--- config.mk ---
export PLATFORM = sky130hd
export DESIGN_NAME = mem_ctrl_flat
export DESIGN_NICKNAME = d
export VERILOG_FILES = /design/src/rtl/mem_ctrl_if.sv /design/src/rtl/mem_ctrl.sv /design/src/flat_wrapper.sv
export SDC_FILE = /design/constraint.sdc
export NUM_CORES = 1
export LEC_CHECK = 0
export BUFFER_PORTS_ARGS = -buffer_cell sky130_fd_sc_hd__clkbuf_2
export CORE_MARGIN = 3
export CORE_UTILIZATION = 52
export CTS_BUF_LIST = sky130_fd_sc_hd__clkbuf_8
export CTS_CLUSTER_DIAMETER = 60
export DETAILED_ROUTE_END_ITERATION = 12
export PLACE_DENSITY = 0.79
export SETUP_SLACK_MARGIN = 0.02
export SLEW_MARGIN = 20
export SYNTH_ARGS = -nofsm -noshare
export SYNTH_HDL_FRONTEND = slang
export SYNTH_SLANG_ARGS = --single-unit
export TNS_END_PERCENT = 10
--- constraint.sdc ---
create_clock -name clk_in -period 3.05 [get_ports clk_in]
set_input_delay 0.305 -clock clk_in [delete_from_list [all_inputs] [get_ports clk_in]]
set_output_delay 0.305 -clock clk_in [all_outputs]
set_load 0.05 [all_outputs]
--- src/rtl/mem_ctrl_if.sv ---
// mem_ctrl_if -- cache-side request/response bundle for mem_ctrl.
//   req_valid_in  : request valid (cache miss / write-back)
//   req_addr_in   : first byte address
//   req_data_in   : write data, little-endian
//   req_r_nw_in   : 1 read, 0 write
//   req_type_in   : [1:0] 00 word, 01 half, 10 byte, 11 word; [2] signed
//   req_ready_out : controller can accept a request
//   resp_valid_out: one-cycle completion pulse
//   resp_data_out : extended read data, 0 after writes
// master = request source (cache side), slave = mem_ctrl.
interface mem_ctrl_if;
  logic        req_valid_in;
  logic [31:0] req_addr_in;
  logic [31:0] req_data_in;
  logic        req_r_nw_in;
  logic [2:0]  req_type_in;
  logic        req_ready_out;
  logic        resp_valid_out;
  logic [31:0] resp_data_out;

  modport master (
    output req_valid_in, req_addr_in, req_data_in, req_r_nw_in, req_type_in,
    input  req_ready_out, resp_valid_out, resp_data_out
  );

  modport slave (
    input  req_valid_in, req_addr_in, req_data_in, req_r_nw_in, req_type_in,
    output req_ready_out, resp_valid_out, resp_data_out
  );
endinterface

--- src/rtl/mem_ctrl.sv ---
// mem_ctrl -- serialises word/half/byte requests onto a byte-wide RAM port.
// Ports:
//   clk_in, rst_n_in : clock (rising edge), async active-low reset
//   rdy_in           : global pause when low (everything frozen)
//   req_if           : mem_ctrl_if.slave request/response bundle
//   mem_din          : RAM read byte, valid one cycle after mem_a
//   mem_dout, mem_a, mem_wr : RAM write byte, byte address, write strobe
//   io_buffer_full   : I/O sink full (only with MEM_CTRL_IO_STALL_EN)
// Optional feature: define MEM_CTRL_IO_STALL_EN to hold byte writes to I/O
// addresses (addr[IO_ADDR_BIT:IO_ADDR_BIT-1] == 2'b11) while the sink is full.
//
// state | meaning
// IDLE  | waiting for a request, req_ready_out high
// RD    | issuing read addresses and capturing bytes one cycle later
// WR    | writing one byte per cycle
// DONE  | response pulse, then back to IDLE
module mem_ctrl #(
  parameter int IO_ADDR_BIT = 17
) (
  input  logic        clk_in,
  input  logic        rst_n_in,
  input  logic        rdy_in,
  mem_ctrl_if.slave   req_if,
  input  logic [7:0]  mem_din,
  output logic [7:0]  mem_dout,
  output logic [31:0] mem_a,
  output logic        mem_wr
`ifdef MEM_CTRL_IO_STALL_EN
  ,
  input  logic        io_buffer_full
`endif
);

  typedef enum logic [1:0] {
    IDLE = 2'd0,
    RD   = 2'd1,
    WR   = 2'd2,
    DONE = 2'd3
  } state_e;

  state_e      state_q, state_d;
  logic [2:0]  cnt_q, cnt_d;
  logic [31:0] addr_q, addr_d;
  logic [31:0] data_q, data_d;
  logic [2:0]  type_q, type_d;
  logic        r_nw_q, r_nw_d;
  logic [31:0] rbuf_q, rbuf_d;
  logic [31:0] resp_data_q, resp_data_d;
  logic [31:0] mem_a_hold_q, mem_a_hold_d;
  logic        alive_q;

  logic [2:0]  n_bytes;
  logic [2:0]  a_idx;
  logic [1:0]  cap_idx;
  logic [31:0] byte_addr;
  logic        is_io;
  logic        wr_stall;
  logic        ready;
  logic        accept;

  function automatic logic [31:0] extend(input logic [31:0] w, input logic [2:0] t);
    logic [31:0] r;
    case (t[1:0])
      2'b01:   r = {{16{t[2] & w[15]}}, w[15:0]};
      2'b10:   r = {{24{t[2] & w[7]}}, w[7:0]};
      default: r = w;
    endcase
    return r;
  endfunction

  // alive_q keeps req_ready_out low until the first edge after reset release
  assign ready                 = alive_q && (state_q == IDLE);
  assign accept                = req_if.req_valid_in && ready && rdy_in;
  assign req_if.req_ready_out  = ready;
  assign req_if.resp_data_out  = resp_data_q;

  always_comb begin
    case (type_q[1:0])
      2'b01:   n_bytes = 3'd2;
      2'b10:   n_bytes = 3'd1;
      default: n_bytes = 3'd4;
    endcase
  end

  // In the final read cycle (cnt_q == n_bytes) no new address is issued;
  // the last one stays on the bus while its byte is captured.
  assign a_idx     = (state_q == RD && cnt_q == n_bytes) ? cnt_q - 3'd1 : cnt_q;
  assign cap_idx   = cnt_q[1:0] - 2'd1;
  assign byte_addr = addr_q + {29'd0, a_idx};
  assign is_io     = (byte_addr[IO_ADDR_BIT -: 2] == 2'b11);

`ifdef MEM_CTRL_IO_STALL_EN
  assign wr_stall = is_io & io_buffer_full;
`else
  // writes to I/O addresses are never held back in this build
  assign wr_stall = is_io & 1'b0;
`endif

  always_comb begin
    state_d               = state_q;
    cnt_d                 = cnt_q;
    addr_d                = addr_q;
    data_d                = data_q;
    type_d                = type_q;
    r_nw_d                = r_nw_q;
    rbuf_d                = rbuf_q;
    resp_data_d           = resp_data_q;
    req_if.resp_valid_out = 1'b0;
    mem_a                 = 32'd0;
    mem_dout              = 8'd0;
    mem_wr                = 1'b0;

    case (state_q)
      IDLE: begin
        if (accept) begin
          addr_d      = req_if.req_addr_in;
          data_d      = req_if.req_data_in;
          type_d      = req_if.req_type_in;
          r_nw_d      = req_if.req_r_nw_in;
          cnt_d       = 3'd0;
          rbuf_d      = 32'd0;
          resp_data_d = 32'd0;
          state_d     = req_if.req_r_nw_in ? RD : WR;
        end
      end
      RD: begin
        mem_a = byte_addr;
        if (rdy_in) begin
          if (cnt_q != 3'd0) begin
            rbuf_d[{cap_idx, 3'b000} +: 8] = mem_din;
          end
          if (cnt_q == n_bytes) begin
            resp_data_d = extend(rbuf_d, type_q);
            state_d     = DONE;
          end else begin
            cnt_d = cnt_q + 3'd1;
          end
        end
      end
      WR: begin
        mem_a    = byte_addr;
        mem_dout = data_q[{cnt_q[1:0], 3'b000} +: 8];
        if (rdy_in && !wr_stall) begin
          mem_wr = 1'b1;
          if (cnt_q == n_bytes - 3'd1) begin
            cnt_d   = 3'd0;
            state_d = DONE;
          end else begin
            cnt_d = cnt_q + 3'd1;
          end
        end
      end
      DONE: begin
        if (rdy_in) begin
          req_if.resp_valid_out = 1'b1;
          state_d               = IDLE;
        end
      end
      default: state_d = IDLE;
    endcase

    // Holding the previous address while paused keeps mem_din pointing at
    // the byte the next active cycle expects to capture.
    if (!rdy_in) begin
      mem_a = mem_a_hold_q;
    end
    mem_a_hold_d = mem_a;
  end

  always_ff @(posedge clk_in or negedge rst_n_in) begin
    if (!rst_n_in) begin
      state_q      <= IDLE;
      cnt_q        <= 3'd0;
      addr_q       <= 32'd0;
      data_q       <= 32'd0;
      type_q       <= 3'd0;
      r_nw_q       <= 1'b0;
      rbuf_q       <= 32'd0;
      resp_data_q  <= 32'd0;
      mem_a_hold_q <= 32'd0;
      alive_q      <= 1'b0;
    end else begin
      state_q      <= state_d;
      cnt_q        <= cnt_d;
      addr_q       <= addr_d;
      data_q       <= data_d;
      type_q       <= type_d;
      r_nw_q       <= r_nw_d;
      rbuf_q       <= rbuf_d;
      resp_data_q  <= resp_data_d;
      mem_a_hold_q <= mem_a_hold_d;
      alive_q      <= 1'b1;
    end
  end

endmodule

--- src/flat_wrapper.sv ---
// flat-port wrapper written by rule: the top's interface ports become plain ports
module mem_ctrl_flat 
#(
  parameter int IO_ADDR_BIT = 17
)
  (clk_in, rst_n_in, rdy_in, mem_din, mem_dout, mem_a, mem_wr, req_if_req_valid_in, req_if_req_addr_in, req_if_req_data_in, req_if_req_r_nw_in, req_if_req_type_in, req_if_req_ready_out, req_if_resp_valid_out, req_if_resp_data_out);
  mem_ctrl_if req_if_i ();
  input  logic clk_in;
  input  logic rst_n_in;
  input  logic rdy_in;
  input  logic [7:0] mem_din;
  output logic [7:0] mem_dout;
  output logic [31:0] mem_a;
  output logic mem_wr;
  input wire logic [$bits(req_if_i.req_valid_in)-1:0] req_if_req_valid_in;
  input wire logic [$bits(req_if_i.req_addr_in)-1:0] req_if_req_addr_in;
  input wire logic [$bits(req_if_i.req_data_in)-1:0] req_if_req_data_in;
  input wire logic [$bits(req_if_i.req_r_nw_in)-1:0] req_if_req_r_nw_in;
  input wire logic [$bits(req_if_i.req_type_in)-1:0] req_if_req_type_in;
  output wire logic [$bits(req_if_i.req_ready_out)-1:0] req_if_req_ready_out;
  output wire logic [$bits(req_if_i.resp_valid_out)-1:0] req_if_resp_valid_out;
  output wire logic [$bits(req_if_i.resp_data_out)-1:0] req_if_resp_data_out;
  assign req_if_i.req_valid_in = req_if_req_valid_in;
  assign req_if_i.req_addr_in = req_if_req_addr_in;
  assign req_if_i.req_data_in = req_if_req_data_in;
  assign req_if_i.req_r_nw_in = req_if_req_r_nw_in;
  assign req_if_i.req_type_in = req_if_req_type_in;
  assign req_if_req_ready_out = req_if_i.req_ready_out;
  assign req_if_resp_valid_out = req_if_i.resp_valid_out;
  assign req_if_resp_data_out = req_if_i.resp_data_out;
  mem_ctrl #(.IO_ADDR_BIT(IO_ADDR_BIT)) u_core (.clk_in(clk_in), .rst_n_in(rst_n_in), .rdy_in(rdy_in), .req_if(req_if_i), .mem_din(mem_din), .mem_dout(mem_dout), .mem_a(mem_a), .mem_wr(mem_wr));
endmodule
# Word level (Yosys, flattened, before mapping)
# Cells that the tools add are included.
# W data, S select, Z words.
# word_totals
output_inout_bits	75
register_bits	169
# classes
add_sub_neg	6
shift	3
eq_ne	14
bitwise_logic	2
n_reduce_logical	14
n_mux	33
# op_table
op	count
$mux W32	9
$pmux W32 S2	3
$add A32 B3 Y32	1
$bwmux W32	1
$shift A8 B7 Y32 const A	1
$shiftx A32 B6 Y8	1
$shiftx A8 B7 Y32	1
$mux W3	6
$mux W2	7
$ne A2 B2 Y1 const B	5
$pmux W3 S3	1
$mux W8	1
$pmux W2 S4	1
$neg A5 Y7	1
$eq A2 B2 Y1 const B	3
$eq A3 B3 Y1	2
$pmux W3 S2	1
$reduce_and A6 Y1	1
$reduce_bool A3 Y1	2
$sub A3 B1 Y3 const B	2
$reduce_and A5 Y1	1
$eq A2 B1 Y1 const B	2
$logic_and A1 B1 Y1	4
$ne A2 B1 Y1 const B	2
other kinds (10)	13

# Longest topological paths before layout
# logic_depth
word_depth	12
mapped_depth	12

# Least setup slack after synthesis
# OpenSTA, ideal clock, no wires.
# synth_path
path_kind	flip-flop to output port
startpoint	reg u_core.cnt_q[0]
endpoint	out mem_a[20]
path_stages_with_launch	12
arrival_time_ns	3.623
path_slack_ns	-0.878
n_path_buf	2
cell_sequence	dfrtp_1 > buf_2 > buf_2 > inv_1 > ha_1 > o21ai_0 > fa_1 > a21oi_1 > nor4_4 > nand4_1 > xor2_1 > o2bb2ai_1
# synth_via
elab_chain_len	6
# synth_rtl
item	line_no	text
start: declaration	mem_ctrl.sv:42	logic [2:0] cnt_q, cnt_d;
start signal: assignment	mem_ctrl.sv:184	cnt_q <= cnt_d;
parallel branches: the longest is 2 deep, another holds $sub A3 B1 Y3	n/a	
$mux W3 (*)	mem_ctrl.sv:87	assign a_idx = (state_q == RD && cnt_q == n_bytes) ? cnt_q - 3'd1 : cnt_q;
$add A32 B3 Y32 (*)	mem_ctrl.sv:89	assign byte_addr = addr_q + {29'd0, a_idx};
$mux W32 (*)	mem_ctrl.sv:113	case (state_q)
$mux W32 (*)	mem_ctrl.sv:164	if (!rdy_in) begin
end: declaration	flat_wrapper.sv:13	output logic [31:0] mem_a;
# Every way passes the cells marked *.

# Worst setup path after layout
# layout_path
startpoint	reg u_core.type_q[1]
endpoint	out mem_a[23]
# layout_via
elab_chain_len	8
# layout_rtl
item	line_no	text
start: declaration	mem_ctrl.sv:45	logic [2:0] type_q, type_d;
start signal: assignment	mem_ctrl.sv:187	type_q <= type_d;
$eq A2 B2 Y1 or $eq A2 B1 Y1 (tied branches)	mem_ctrl.sv:78	case (type_q[1:0])
$pmux W3 S2 (*)	mem_ctrl.sv:78	
$eq A3 B3 Y1 (*)	mem_ctrl.sv:87	
$logic_and A1 B1 Y1 (*)	mem_ctrl.sv:87	
$mux W3 (*)	mem_ctrl.sv:87	
$add A32 B3 Y32 (*)	mem_ctrl.sv:89	
$mux W32 (*)	mem_ctrl.sv:113	
$mux W32 (*)	mem_ctrl.sv:164	
# Mark *: on every way between the ends. The rest lies on a longest branch, timed or not.

==> run_results.csv <==
group,metric,value,unit
sta,tightestPinTransition,860,ps
floorplan,floorplan.die.height,130,um
clocking,cts_made_buffers,17,
logic_synthesis,post_synth_num_cell_types,55,
sta,headroom_to_the_max_slew_limit,0.426,
critical_path,setup.worst_path.class,"reg -> out",
outcome,status,"finished, violations left",
floorplan,rows,44,
logic_synthesis,synth-seq-cells,169,
sta,slew_violations,0,
floorplan,core_area,0.0148,mm2
sta,tns,-17570,ps
power_and_ir_drop,pwr-share-clk,0.142,
power_and_ir_drop,power.internal,6.24,mW
detailed_routing,drt-initial-drc-count,396,
layout,fillers,981,
critical_path,timing.critical_path.cells,"inv_1 -> ha_2 -> xnor2_2 -> and3_4 -> nand3_2 -> xnor2_2 -> ha_4 -> o211ai_1 -> nor2_2 -> nand4b_1 -> xor2_1 -> o2bb2ai_2 -> buf_12",
logic_synthesis,synthesis.area_per_instance,11.9,um2
logic_synthesis,netlist.top_cell.by_area,"sky130_fd_sc_hd__dfrtp_1",
placement,placedInstanceArea,0.00996,mm2
outcome,violations,"setup timing",
logic_synthesis,number_of_nets_produced_by_synthesis,769,
detailed_routing,route.detailed.vias_per_inst,5.94,
floorplan,dieWidth,130,um
power_and_ir_drop,netSwitchingPower,4.93,mW
power_and_ir_drop,vdd_ir_drop_max,0.760,mV
logic_synthesis,post_synth_inst_count,670,
sta,period_needed,3810,ps
detailed_routing,post-route-drc-count,0,
clocking,worst_skew_pair.late_latency,470,ps
power_and_ir_drop,power_density,1040,mW/mm2
logic_synthesis,largest_cells_by_area_after_synthesis,"sky130_fd_sc_hd__dfrtp_1 (53%), sky130_fd_sc_hd__mux2_2 (9.4%), sky130_fd_sc_hd__a22o_1 (5.0%)",
critical_path,cp.required,2740,ps
floorplan,die_area,0.0169,mm2
clocking,clock_sinks,169,
logic_synthesis,synth_top_area_share,0.529,
layout,multi_input_area,0.00429,mm2
logic_synthesis,postSynth.topFlopCell,"sky130_fd_sc_hd__dfrtp_1",
detailed_routing,drt_pre_antenna_iters,5,
critical_path,critPathMaxStageDelay,430,ps
layout,most_frequent_cells_in_the_layout,"sky130_fd_sc_hd__dfrtp_1 (169), sky130_fd_sc_hd__clkbuf_2 (122), sky130_fd_sc_hd__mux2_2 (67), sky130_fd_sc_hd__nand2_1 (65), sky130_fd_sc_hd__a22o_1 (46)",
critical_path,crit_path_dat,3500,ps
grt,grt_antenna_before_repair,0,
sta,timing_hold_violations_final,0,
layout,final_design_area_no_fill,0.0107,mm2
grt,grt_util_all_layers,0.258,
detailed_routing,drtAntennaViolNets,0,
power_and_ir_drop,p_comb_frac,0.537,
grt,via_count_of_the_first_global_routing_pass,6590,
clocking,cts-root-buf,"sky130_fd_sc_hd__clkbuf_8",
logic_synthesis,yosysSeqAreaShare,0.529,
power_and_ir_drop,static-leakage-power,4.86,nW
logic_synthesis,synth_enable_flop_cells,0,
sta,timing.final.ws_setup,-758,ps
detailed_routing,detail_route.wl_per_cell,20.4,um
placement,numPortBuffers,154,
placement,dp.final_hpwl,14800,um
sta,final_min_period_over_clock_period,1.25,
grt,grt_start_max_net_pins,75,
layout,area.growth.synth_to_final,34.1,%
layout,sequential_cell_area,0.00423,mm2
sta,finalHoldWorstSlack,65.1,ps
clocking,cts_max_path_buffers,2,
power_and_ir_drop,p_sw_frac,0.441,
critical_path,cp-start-kind,"flip-flop",
critical_path,crit_path_frequent_cell,"sky130_fd_sc_hd__xnor2_2",
logic_synthesis,synth-warning-count,0,
layout,fin_nets,953,
sta,final-setup-viol-count,32,
hold_path,worst_hold_path_type,"in -> reg",
sta,achievable-frequency,263,MHz
critical_path,crit_fanout,5,
clocking,htreeDepth,4,
detailed_routing,vias_after_detailed_routing,6242,
sta,setup_repair_after_global_routing_missed_its_margin,"yes",
detailed_routing,routed_wl,21400,um
layout,antenna_cells_inserted,0,
floorplan,initial_utilization,0.540,
grt,grt_pass1_wl,34100,um
logic_synthesis,postSynth.asyncResetShare,1.00,
run,drv_cap,0,
power_and_ir_drop,power_frac_seq,0.321,
sta,skew,14.3,ps
layout,fraction_of_layout_cells_with_a_size_suffix_above_1,0.461,
floorplan,io_pins,155,
clocking,tritoncts,"built",
grt,global_route_total_overflow,0,
placement,globalplace.congestion,0.908,
logic_synthesis,synth.cell_area,0.00800,mm2
clocking,clkSlewWorstSetupHoldPaths,90,ps
power_and_ir_drop,power,11.2,mW
critical_path,worst_path_max_delay_cell,"sky130_fd_sc_hd__dfrtp_1",
layout,mostFrequentLayoutCell,"sky130_fd_sc_hd__dfrtp_1",
critical_path,worstSetupEndpointType,"output port",
==> critical path, delay by kind of cell, from the launching register on <==
family	cells	cell delay (ps)
AND/OR/NAND/NOR	4	840
buffers and inverters	2	240
AO/OA/AOI/OAI	2	490
flip-flops	1	430
adder cells (fa/ha/maj)	2	470
XOR/XNOR	3	560
==> final timing paths <==
kind / startpoint / end / slack, ps / cells past startpoint
max in group asynchronous: rst_n_in / u_core.data_q[3]$_DFFE_PN0P_ / 1700 / 3
min in group asynchronous: rst_n_in / u_core.addr_q[8]$_DFFE_PN0P_ / 440 / 2
worst min-delay path: req_if_req_data_in[22] / u_core.data_q[22]$_DFFE_PN0P_ / 70 / 2
worst min register to register: u_core.req_if.resp_data_out[4]$_DFFE_PN0P_ / u_core.req_if.resp_data_out[4]$_DFFE_PN0P_ / 490 / 2
worst max-delay path: u_core.type_q[1]$_DFFE_PN0P_ / mem_a[23] / -760 / 13
worst max register to register: u_core.type_q[1]$_DFFE_PN0P_ / u_core.mem_a_hold_q[23]$_DFF_PN0_ / -20 / 13
==> through the flow <==
stage	utilization	instances	setup WS (ps)
6_report	0.724	1051	-758
3_5_place_dp	0.673	1008	-406
5_1_grt	0.724	1051	-903
2_1_floorplan	-	670	-38.2
3_3_place_gp	0.673	1008	-285
4_1_cts	0.714	1048	-731
==> routing by layer <==
| layer | up-vias | global-route usage | routed length, um |
|---|---|---|---|
| met1 | 3130 | 0.343 | 9010 |
| met2 | 254 | 0.421 | 10500 |
| met5 | - | 0 | 0 |
| met4 | 0 | 0.0886 | 452 |
| met3 | 44 | 0.0614 | 1410 |
| li1 | 2814 | - | - |
==> power by group through the flow <==
| stage | Clock [mW] | Combinational [mW] | Sequential (mW) |
|---|---|---|---|
| global route | 1.69 | 6.35 | 3.67 |
| CTS | 1.60 | 5.78 | 3.54 |
| floorplan | 0 | 3.55 | 3.67 |
| global placement | 0 | 5.44 | 3.49 |
| finish | 1.59 | 5.99 | 3.59 |
| detailed placement | 0 | 5.61 | 3.56 |
==> synth_stat cells (4+ instances only) <==
master,count
sky130_fd_sc_hd__nor3_1,8
sky130_fd_sc_hd__inv_1,11
sky130_fd_sc_hd__xor2_1,20
sky130_fd_sc_hd__xnor2_1,13
sky130_fd_sc_hd__clkbuf_1,18
sky130_fd_sc_hd__mux4_2,8
sky130_fd_sc_hd__nor2b_1,4
sky130_fd_sc_hd__a21oi_1,13
sky130_fd_sc_hd__a22oi_1,7
sky130_fd_sc_hd__dfrtp_1,169
sky130_fd_sc_hd__o21ai_0,17
sky130_fd_sc_hd__buf_1,7
sky130_fd_sc_hd__a22o_1,46
sky130_fd_sc_hd__and3_1,10
sky130_fd_sc_hd__nand2_1,67
sky130_fd_sc_hd__a21o_1,6
sky130_fd_sc_hd__mux2_2,67
sky130_fd_sc_hd__nand3_1,33
sky130_fd_sc_hd__o21ai_1,9
sky130_fd_sc_hd__nand4_1,11
sky130_fd_sc_hd__buf_2,7
sky130_fd_sc_hd__ha_1,18
sky130_fd_sc_hd__nor4_1,4
sky130_fd_sc_hd__o2bb2ai_1,28
sky130_fd_sc_hd__a22o_2,10
sky130_fd_sc_hd__nor2_1,10
sky130_fd_sc_hd__and2_1,14
==> timing repair <==
| action | in CTS | in global routing |
|---|---|---|
| hold buffers | 1 | 0 |
| setup endpoints to repair | 59 | 70 |
| pin swaps | 7 | 23 |
| resized for setup | 30 | 23 |
| setup buffers | 7 | 5 |
| hold endpoints to repair | 72 | 0 |
==> flip-flops by register name, indices dropped and copies added (netlist names) <==
register / flops
u_core.addr_q: 32
u_core.data_q: 32
u_core.mem_a_hold_q: 32
u_core.rbuf_q: 32
u_core.req_if.resp_data_out: 32
u_core.cnt_q: 3
u_core.type_q: 3
u_core.state_q: 2
u_core.alive_q: 1
==> area by class of cell <==
cell class / count / area share
well taps: 184 / 0.0215
flip-flops and latches: 169 / 0.394
multi-input cells: 454 / 0.400
repair buffers: 199 / 0.144
clock buffers: 18 / 0.0231
clock inverters: 14 / 0.0127
inverters: 13 / 0.00455
==> cells by family (layout without fill, tap and decap cells) <==
family / Yosys count / in the layout / share of synthesized area
AO/OA/AOI/OAI: 151 / 151 / 0.148
XOR/XNOR: 33 / 33 / 0.0361
adder cells (fa/ha/maj): 19 / 19 / 0.0307
buffers and inverters: 47 / 244 / 0.0246
flip-flops: 169 / 169 / 0.529
multiplexers: 78 / 78 / 0.121
other: 1 / 1 / 0.000469
AND/OR/NAND/NOR: 172 / 172 / 0.111
Note: power is estimated with default switching activity, not from simulation.
